File: config.mk
export PLATFORM = sky130hd
export DESIGN_NAME = store_buffer
export DESIGN_NICKNAME = d
export VERILOG_FILES = /design/src/rtl/store_buffer_pkg.sv /design/src/rtl/stbuf_match.sv /design/src/rtl/store_buffer.sv
export SDC_FILE = /design/constraint.sdc
export NUM_CORES = 1
export LEC_CHECK = 0
export CORE_MARGIN = 5
export CORE_UTILIZATION = 58
export CTS_BUF_LIST = sky130_fd_sc_hd__clkbuf_8
export DETAILED_ROUTE_END_ITERATION = 10
export PLACE_DENSITY = 0.92
export SYNTH_ARGS = -nofsm -noshare
export SYNTH_HDL_FRONTEND = slang
export SYNTH_HIERARCHICAL = 1
export SYNTH_SLANG_ARGS = --single-unit
File: constraint.sdc
create_clock -name clk -period 24.5 [get_ports clk]
set_clock_uncertainty 0.05 [all_clocks]
set_input_delay 4.9 -clock clk [delete_from_list [all_inputs] [get_ports clk]]
set_output_delay 4.9 -clock clk [all_outputs]
set_load 0.05 [all_outputs]
File: src/rtl/store_buffer_pkg.sv
// Shared definitions for the store buffer and data memory: access-type
// encodings, store-entry layout and the default word-index bit range.
package store_buffer_pkg;

   typedef enum logic [1:0] {
      MT_NONE = 2'b00,
      MT_BYTE = 2'b01,
      MT_HALF = 2'b10,
      MT_WORD = 2'b11
   } mtype_e;

   localparam int ADDR_W     = 32;
   localparam int DATA_W     = 32;
   localparam int PC_W       = 32;
   localparam int IDX_HI_DEF = 13;
   localparam int IDX_LO_DEF = 2;

   typedef struct packed {
      mtype_e              typ;
      logic [ADDR_W-1:0]   addr;
      logic [DATA_W-1:0]   data;
      logic [PC_W-1:0]     pc;
   } st_entry_t;

endpackage

File: src/rtl/stbuf_match.sv
// Per-entry word-index comparator array. Produces one hit bit per valid
// entry whose word index equals the load's word index (type is ignored).
module stbuf_match
   import store_buffer_pkg::*;
#(
   parameter int DEPTH  = 4,
   parameter int IDX_HI = IDX_HI_DEF,
   parameter int IDX_LO = IDX_LO_DEF
) (
   input  logic [DEPTH-1:0][ADDR_W-1:0] i_ent_addr,
   input  logic [DEPTH-1:0]             i_ent_vld,
   input  logic [ADDR_W-1:0]            i_ld_addr,
   output logic [DEPTH-1:0]             o_hit
);

   // Bits outside the word index take no part in the compare.
   logic w_unused;
   assign w_unused = ^{i_ent_addr, i_ld_addr};

   for (genvar g = 0; g < DEPTH; g++) begin : g_cmp
      assign o_hit[g] = i_ent_vld[g] &&
                        (i_ent_addr[g][IDX_HI:IDX_LO] == i_ld_addr[IDX_HI:IDX_LO]);
   end

endmodule

File: src/rtl/store_buffer.sv
// In-order store buffer between MEM and a single-port data memory.
// Stores drain one per cycle whenever no load owns the port; loads that hit
// a pending store word raise ld_hazard.
// Optional build macro STBUF_BYPASS_EN: a store arriving while the buffer is
// empty and the port is free is written straight through in the same cycle.
module store_buffer
   import store_buffer_pkg::*;
#(
   parameter int DEPTH  = 4,
   parameter int PTR_W  = 2,
   parameter int IDX_HI = IDX_HI_DEF,
   parameter int IDX_LO = IDX_LO_DEF
) (
   input  logic              clk,
   input  logic              reset,
   input  logic              st_valid,
   output logic              st_ready,
   input  logic [1:0]        st_type,
   input  logic [31:0]       st_addr,
   input  logic [31:0]       st_data,
   input  logic [31:0]       st_pc,
   input  logic              ld_valid,
   input  logic [31:0]       ld_addr,
   output logic              ld_hazard,
   output logic              dm_we,
   output logic [1:0]        dm_type,
   output logic [31:0]       dm_addr,
   output logic [31:0]       dm_din,
   output logic [31:0]       dm_pc,
   output logic              empty,
   output logic [PTR_W:0]    count
);

   localparam logic [PTR_W:0] FULL_CNT = (PTR_W+1)'(DEPTH);

   st_entry_t                     r_ent [DEPTH];
   logic [DEPTH-1:0]              r_vld;
   logic [PTR_W-1:0]              r_wptr;
   logic [PTR_W-1:0]              r_rptr;
   logic [PTR_W:0]                r_count;

   st_entry_t                     w_in;
   st_entry_t                     w_head;
   st_entry_t                     w_out;
   logic                          w_empty;
   logic                          w_push;
   logic                          w_pop;
   logic                          w_byp;
   logic                          w_enq;
   logic [DEPTH-1:0][ADDR_W-1:0]  w_ent_addr;
   logic [DEPTH-1:0]              w_hit;

   assign w_in.typ  = mtype_e'(st_type);
   assign w_in.addr = st_addr;
   assign w_in.data = st_data;
   assign w_in.pc   = st_pc;
   assign w_head    = r_ent[r_rptr];

   // Ready depends only on registered occupancy, so a same-cycle pop never
   // lets a store into a full buffer.
   assign w_empty  = (r_count == '0);
   assign st_ready = (r_count != FULL_CNT);
   assign w_push   = st_valid & st_ready & (st_type != MT_NONE);
   assign w_pop    = ~w_empty & ~ld_valid;

`ifdef STBUF_BYPASS_EN
   assign w_byp = w_empty & ~ld_valid & w_push;
`else
   assign w_byp = 1'b0;
`endif

   assign w_enq = w_push & ~w_byp;

   // Memory-side outputs: head entry on a drain, incoming store on bypass,
   // otherwise all zero.
   always_comb begin
      w_out = '0;
      if (w_pop)
         w_out = w_head;
      else if (w_byp)
         w_out = w_in;
   end

   assign dm_we   = w_pop | w_byp;
   assign dm_type = w_out.typ;
   assign dm_addr = w_out.addr;
   assign dm_din  = w_out.data;
   assign dm_pc   = w_out.pc;
   assign empty   = w_empty;
   assign count   = r_count;

   for (genvar g = 0; g < DEPTH; g++) begin : g_addr
      assign w_ent_addr[g] = r_ent[g].addr;
   end

   stbuf_match #(
      .DEPTH  (DEPTH),
      .IDX_HI (IDX_HI),
      .IDX_LO (IDX_LO)
   ) u_match (
      .i_ent_addr (w_ent_addr),
      .i_ent_vld  (r_vld),
      .i_ld_addr  (ld_addr),
      .o_hit      (w_hit)
   );

   assign ld_hazard = ld_valid & (|w_hit);

   // FIFO state: enqueue at tail, retire head, track occupancy. Payloads
   // are not cleared on reset; the valid bits gate them.
   always_ff @(posedge clk) begin
      if (reset) begin
         r_wptr  <= '0;
         r_rptr  <= '0;
         r_count <= '0;
         r_vld   <= '0;
      end else begin
         if (w_enq) begin
            r_ent[r_wptr] <= w_in;
            r_vld[r_wptr] <= 1'b1;
            r_wptr        <= r_wptr + 1'b1;
         end
         if (w_pop) begin
            r_vld[r_rptr] <= 1'b0;
            r_rptr        <= r_rptr + 1'b1;
         end
         r_count <= r_count + (PTR_W+1)'(w_enq) - (PTR_W+1)'(w_pop);
      end
   end

endmodule

==> flow_summary_export.csv, run 1 <==
group,metric,value,unit
timing,finalCriticalPeriod,12.48,ns
grt,grt_usage,0.210,
detailed_routing,via_per_inst,5.62,
timing,setup_viol,0,
floorplanning,die_area,31300,sq um
detailed_routing,drc,0,
synth,async_flop_share,0,
worst_setup_path,worstPathCellList,"clkdlybuf4s50_1 > nor2_4 > buf_4 > and2_1 > clkdlybuf4s50_1",
min_path,min_path_type,"reg2reg",
clock_tree,cts.reportedPaths.clkPinSlew,0.06,ns
synth,syn-num-nets,917,
grt,grt_pass1_vias,9027,
clock_tree,h-tree-depth,2,
synth,synth_edf_count,392,
cells_and_area,layout.nets,1162,
clock_tree,cts_buffer_depth,3,
timing,slew_viol_final,0,
cells_and_area,fill_cells,1657,
grt,grt_use_met2,0.370,
clock_tree,cts_buffers,61,
synth,yosys.cell_count.top_type,"edfxtp_1",
timing,worst_pin_slew,1.13,ns
grt,grt_max_degree,108,
clock_tree,holdBufCountCts,0,
worst_setup_path,cp-start-kind,"input pin",
placement,place.gp.congestion,0.808,
placement,dp.final_hpwl,19.8,mm
grt,grt_busiest_layer,"met2",
placement,portBuffers,218,
synth,synth_compound_area_frac,0.00472,
synth,synth_cells,772,
power_and_ir_drop,p_per_area,92.3,nW/um^2
grt,overflow,0,
flow_run,maxCapViolCount,0,
synth,synth_top_family_by_area,"multiplexers",
synth,syn_area_per_cell,21.0,sq um
worst_setup_path,crit_required,19.55,ns
floorplanning,io_pins,239,
power_and_ir_drop,peakVddDrop,0.0692,mV
synth,synth-seq-area-share,0.743,
detailed_routing,drt-pass1-iter-count,5,
timing,setup_tns,0,ns
cells_and_area,diodes,0,
clock_tree,cts.repair.resized,0,
floorplanning,core,27700,sq um
clock_tree,root_buffer,"clkbuf_8",
timing,hold_viol_final,0,
detailed_routing,wl_per_cell,22.5,um
timing,max_freq,0.0801,GHz
worst_setup_path,critPathMaxStageDelay,0.82,ns
synth,yosysUniqueCellTypes,32,
timing,relSlewSlack,0.244,
clock_tree,post_cts_buffers,0,
timing,rsz0062_at_grt,"no",
clock_tree,cts_tree,"done",
synth,synth_fa_ha_area_frac,0.00897,
worst_setup_path,crit_buf_inv,3,
synth,synth_area_leaders,"edfxtp_1 (73%), mux4_2 (14%), and2_1 (3.8%)",
timing,fin_crit_sh,0.509,
worst_setup_path,cp.arrival,7.53,ns
detailed_routing,routed_wl,32.5,mm
synth,synth-seq-cells,405,
outcome,status,"finished, final reports clean",
worst_setup_path,crit_family,"buffers and inverters",
detailed_routing,first_iter_violations,638,
grt,grt_pass1_wl,50.1,mm
synth,synth_common_cells,"edfxtp_1 (392), and2_1 (98), mux4_2 (98)",
grt,gr-usage-met3,0.0605,
detailed_routing,antenna_left,0,
synth,synth-xor-area-share,0.0275,
synth,syn_area,16200,sq um
floorplanning,die_h,177,um
clock_tree,clock_latency,0.57,ns
synth,synth_warnings,6,
grt,antenna_found_initial,1,
cells_and_area,syn2layout_area_growth,22.0,%
floorplanning,initial_utilization,0.584,
worst_setup_path,critPathKind,"in2out",
cells_and_area,layout-drive-gt1-share,0.186,
synth,yosys.area.top_type,"edfxtp_1",
floorplanning,rows,61,
synth,synth_simple_gate_area_frac,0.0537,
worst_setup_path,path_max_fanout,107,
detailed_routing,num_vias,8120,
synth,ys.flop_type,"edfxtp_1",
worst_setup_path,path_common_cell,"clkdlybuf4s50_1",
synth,synth_top_area_frac,0.727,
clock_tree,clkSinkCount,405,
timing,holdWs,0.476,ns
grt,gr-usage-met1,0.258,
worst_setup_path,cp_slowest_cell,"clkdlybuf4s50_1",
power_and_ir_drop,power.leakage,6.29,nW
worst_setup_path,end_kind,"output pin",
synth,synthMuxAreaShare,0.140,
floorplanning,die-width,177,um
[final timing paths]
kind	from	endpoint	slack [ns]	cells after the start
max	ld_valid	dm_pc[22]	12.02	5
max reg2reg	count[1]$_SDFF_PP0_	r_ent[2][10]$_DFFE_PP_	21.19	5
min reg2reg	r_wptr[1]$_SDFFE_PP0N_	r_wptr[1]$_SDFFE_PP0N_	0.48	2
min	r_wptr[1]$_SDFFE_PP0N_	r_wptr[1]$_SDFFE_PP0N_	0.48	2
[final cells by class]
cell class	instances	area (sq um)	area share
Sequential cell	405	12000	0.610
Multi-Input combinational cell	311	3830	0.194
Timing Repair Buffer	230	2270	0.115
Clock buffer	66	908	0.0460
Tap cell	378	473	0.0240
Clock inverter	48	194	0.00982
Inverter	8	30.0	0.00152
[cells in the final DEF (no fill, tap or decap), drive strengths merged, types with 2 or more instances in the layout]
cell             n
xnor2           50
nor2             6
mux4            98
nand2            4
clkinv          17
a211oi           4
clkdlybuf4s50  218
ha              10
nor3b            4
mux2             3
nand4            8
nand3            4
mux2i            2
nor4             4
clkbuf          66
nor2b            2
nand2b           4
and2            98
dfxtp           13
edfxtp         392
buf             12
inv             38
a41oi            4
[layer usage]
layer	part of all wire	routed length, um
met5	0.00061	20
met4	0.019	621
met3	0.077	2520
met2	0.52	17000
met1	0.38	12400
[worst register-to-register path, cell delays in order, from the launching register on]
cell,delay [ns]
dfxtp_1,0.42
or3b_1,0.28
and3_4,0.26
inv_1,0.12
nor3b_2,0.91
buf_4,0.83
[where the power goes]
group | internal [mW] | switching [mW]
logic | 0.216 | 0.293
clock network | 0.247 | 0.240
registers | 0.793 | 0.0337
total | 1.26 | 0.567
[stage by stage]
step / cells / util / cell area (sq um) / total power, mW / setup slack [ns]
floorplan: 772 / - / 16200 / 1.20 / 11.30
global placement: 1332 / 0.673 / 18600 / 1.35 / 12.04
detailed placement: 1332 / 0.673 / 18600 / 1.36 / 12.05
CTS: 1446 / 0.713 / 19700 / 1.84 / 12.04
global route: 1446 / 0.713 / 19700 / 1.90 / 11.91
finish: 1446 / 0.713 / 19700 / 1.82 / 12.02
[kinds of logic (layout without fill, tap and decap cells)]
kind of cell / after synthesis / after routing
adder cells (fa/ha/maj): 11 / 11
AND/OR/NAND/NOR: 138 / 138
multiplexers: 103 / 103
buffers and inverters: 56 / 352
XOR/XNOR: 50 / 50
flip-flops: 405 / 405
AO/OA/AOI/OAI: 9 / 9
[state kept, by name, summed over array words and instances, names as in the netlist, named ones only]
| name | flops |
|---|---|
| count | 3 |
| r_rptr | 2 |
| r_ent | 392 |
| r_vld | 4 |
| r_wptr | 2 |
Power figures use the tool's default switching activity.
==> run 2: changes to the inputs <==
--- a/config.mk
+++ b/config.mk
@@ -6,10 +6,10 @@
 export NUM_CORES = 1
 export LEC_CHECK = 0
 export CORE_MARGIN = 5
-export CORE_UTILIZATION = 58
+export CORE_UTILIZATION = 56
 export CTS_BUF_LIST = sky130_fd_sc_hd__clkbuf_8
 export DETAILED_ROUTE_END_ITERATION = 10
-export PLACE_DENSITY = 0.92
+export PLACE_DENSITY = 0.89
 export SYNTH_ARGS = -nofsm -noshare
 export SYNTH_HDL_FRONTEND = slang
 export SYNTH_HIERARCHICAL = 1
==> constraint.sdc (replaced) <==
create_clock -name clk -period 13 [get_ports clk]
set_clock_uncertainty 0.05 [all_clocks]
set_input_delay 2.6 -clock clk [delete_from_list [all_inputs] [get_ports clk]]
set_output_delay 2.6 -clock clk [all_outputs]
set_load 0.05 [all_outputs]
==> run 2 against run 1 <==
Die area rose by 3.4%. Via count unchanged. Count of clock-buffer cells in the layout increased by 4. Highest routed layer unchanged. Register-to-register slack got worse by 11 ns. Hold slack better by 0.0012 ns. Cell area increased by 0.66%. Routed wire length up 0.49%. First-iteration DRC count down 11%. Sequential share of layout area is 0.40 points lower. Total power up 94%.
==> flow_summary_export.csv, run 2 (synthesis gave the netlist of run 1 again) <==
group,metric,value,unit
detailed_routing,drt-pass1-iter-count,5,
power_and_ir_drop,p_clk_frac,0.287,
detailed_routing,antenna_left,0,
power_and_ir_drop,p_sw_frac,0.308,
clock_tree,h-tree-depth,3,
detailed_routing,first_iter_violations,570,
timing,hold_viol_final,0,
placement,place.gp.congestion,0.749,
power_and_ir_drop,peakVddDrop,0.125,mV
clock_tree,cts.reportedPaths.clkPinSlew,0.06,ns
detailed_routing,via_per_inst,5.59,
worst_setup_path,end_kind,"output pin",
grt,grt_usage,0.199,
timing,relSlewSlack,0.296,
placement,placed_area,18700,sq um
cells_and_area,layout_commonest_cell,"edfxtp_1",
worst_setup_path,cp-start-kind,"input pin",
clock_tree,cts.repair.resized,0,
clock_tree,cts_buffer_depth,3,
worst_setup_path,cp.arrival,5.25,ns
timing,rsz0062_at_grt,"no",
timing,setup_tns,0,ns
detailed_routing,num_vias,8120,
cells_and_area,top_register,"r_ent",
worst_setup_path,crit_buf_inv,3,
detailed_routing,drc,0,
placement,dp.final_hpwl,19.8,mm
grt,overflow,0,
worst_setup_path,cp_slowest_cell,"clkdlybuf4s50_1",
worst_setup_path,crit_family,"buffers and inverters",
detailed_routing,wl_per_cell,22.5,um
clock_tree,clock_latency,0.54,ns
floorplanning,core,28600,sq um
flow_run,maxCapViolCount,0,
cells_and_area,final_cell_mix,"edfxtp_1 (392), clkdlybuf4s50_1 (218), mux4_2 (98), and2_1 (98), clkbuf_8 (70)",
worst_setup_path,r2r_cells,10,
outcome,status,"finished, final reports clean",
clock_tree,root_buffer,"clkbuf_8",
floorplanning,die-width,180,um
detailed_routing,routed_wl,32.7,mm
clock_tree,clkSinkCount,405,
worst_setup_path,worstPathCellList,"clkdlybuf4s50_1 > nor2_4 > buf_4 > and2_1 > clkdlybuf4s50_1",
placement,portBuffers,218,
cells_and_area,final_area,19900,sq um
worst_setup_path,crit_required,10.35,ns
clock_tree,cts_buffers,66,
clock_tree,holdBufCountCts,0,
timing,worst_pin_slew,1.06,ns
power_and_ir_drop,p_per_area,178,nW/um^2
power_and_ir_drop,p_switching,1.09,mW
worst_setup_path,critPathKind,"in2out",
floorplanning,rows,62,
worst_setup_path,path_common_cell,"clkdlybuf4s50_1",
grt,antenna_found_initial,1,
floorplanning,io_pins,239,
power_and_ir_drop,seqPwrFrac,0.437,
min_path,holdPathStages,2,
floorplanning,die_area,32400,sq um
grt,grt_max_degree,108,
timing,setup_viol,0,
timing,slew_viol_final,0,
cells_and_area,layout.nets,1167,
cells_and_area,utilization,0.694,
grt,grt_pass1_wl,50.6,mm
worst_setup_path,critPathMaxStageDelay,0.88,ns
cells_and_area,layout-drive-gt1-share,0.198,
clock_tree,post_cts_buffers,0,
timing,finalCriticalPeriod,7.90,ns
min_path,min_path_type,"reg2reg",
cells_and_area,diodes,0,
power_and_ir_drop,internal-power,2.44,mW
cells_and_area,syn2layout_area_growth,22.8,%
grt,grt_pass1_vias,8986,
timing,fin_crit_sh,0.608,
floorplanning,die_h,180,um
worst_setup_path,path_max_fanout,107,
timing,max_freq,0.127,GHz
power_and_ir_drop,combinationalPowerShare,0.276,
power_and_ir_drop,power.leakage,6.31,nW
clock_tree,cts_tree,"done",
cells_and_area,largest_register_ff_count,392,
floorplanning,initial_utilization,0.565,
worst_setup_path,crit_cells,5,
-- run 2: changes by cell type in the layout (fill, tap and decap cells not counted) --
cell / before / now
bufinv_16: 0 / 2
clkinvlp_4: 1 / 5
inv_6: 1 / 3
clkinv_1: 13 / 9
clkbuf_8: 66 / 70
inv_1: 37 / 29
clkinv_2: 4 / 5
-- run 2: worst paths after layout --
path | from | to | slack [ns]
setup / recovery | ld_valid | dm_pc[27] | 5.10
hold reg to reg | r_wptr[1]$_SDFFE_PP0N_ | r_wptr[1]$_SDFFE_PP0N_ | 0.48
setup reg to reg | count[1]$_SDFF_PP0_ | count[2]$_SDFF_PP0_ | 9.99
hold / removal | r_wptr[1]$_SDFFE_PP0N_ | r_wptr[1]$_SDFFE_PP0N_ | 0.48
-- run 2: cell type report --
cell class	instances	area, sq um
inverters	8	30.0
multi-input cells	311	3830
fillers	1728	8750
well taps	384	480
repair buffers	230	2270
flip-flops and latches	405	12000
clock inverters	45	262
clock buffers	70	963
-- run 2: routing by layer --
metal	routed length, um	vias to the layer above	global-route usage
li1	-	3589	-
met3	2620	37	0.0658
met1	13000	4189	0.257
met2	16600	303	0.336
met4	376	2	0.0469
met5	20	-	0
-- run 2: power by group through the flow --
stage / registers [mW] / logic (mW) / clock network [mW]
2_1_floorplan: 1.56 / 0.708 / 0
3_5_place_dp: 1.57 / 0.986 / 0
6_report: 1.54 / 0.974 / 1.01
5_1_grt: 1.55 / 1.03 / 1.11
3_3_place_gp: 1.57 / 0.970 / 0
4_1_cts: 1.55 / 0.990 / 1.05
-- run 2: stage by stage --
| step | total power [mW] | setup slack [ns] | hold WS, ns | cells |
|---|---|---|---|---|
| 6_report | 3.53 | 5.10 | 0.478 | 1453 |
| 2_1_floorplan | 2.26 | 2.10 | 0.432 | 772 |
| 5_1_grt | 3.69 | 4.96 | 0.504 | 1453 |
| 3_3_place_gp | 2.54 | 5.11 | 0.449 | 1338 |
| 3_5_place_dp | 2.56 | 5.10 | 0.467 | 1338 |
| 4_1_cts | 3.58 | 5.08 | 0.475 | 1453 |
-- run 2: worst register-to-register path, cell delays in order, from the launching register on --
cell	delay (ns)
dfxtp_1	0.43
nor3_1	0.12
nor2_4	0.08
buf_4	0.78
ha_1	0.28
inv_1	0.04
ha_1	0.20
fa_1	0.44
xnor2_1	0.24
xnor2_1	0.15
nor2_1	0.05
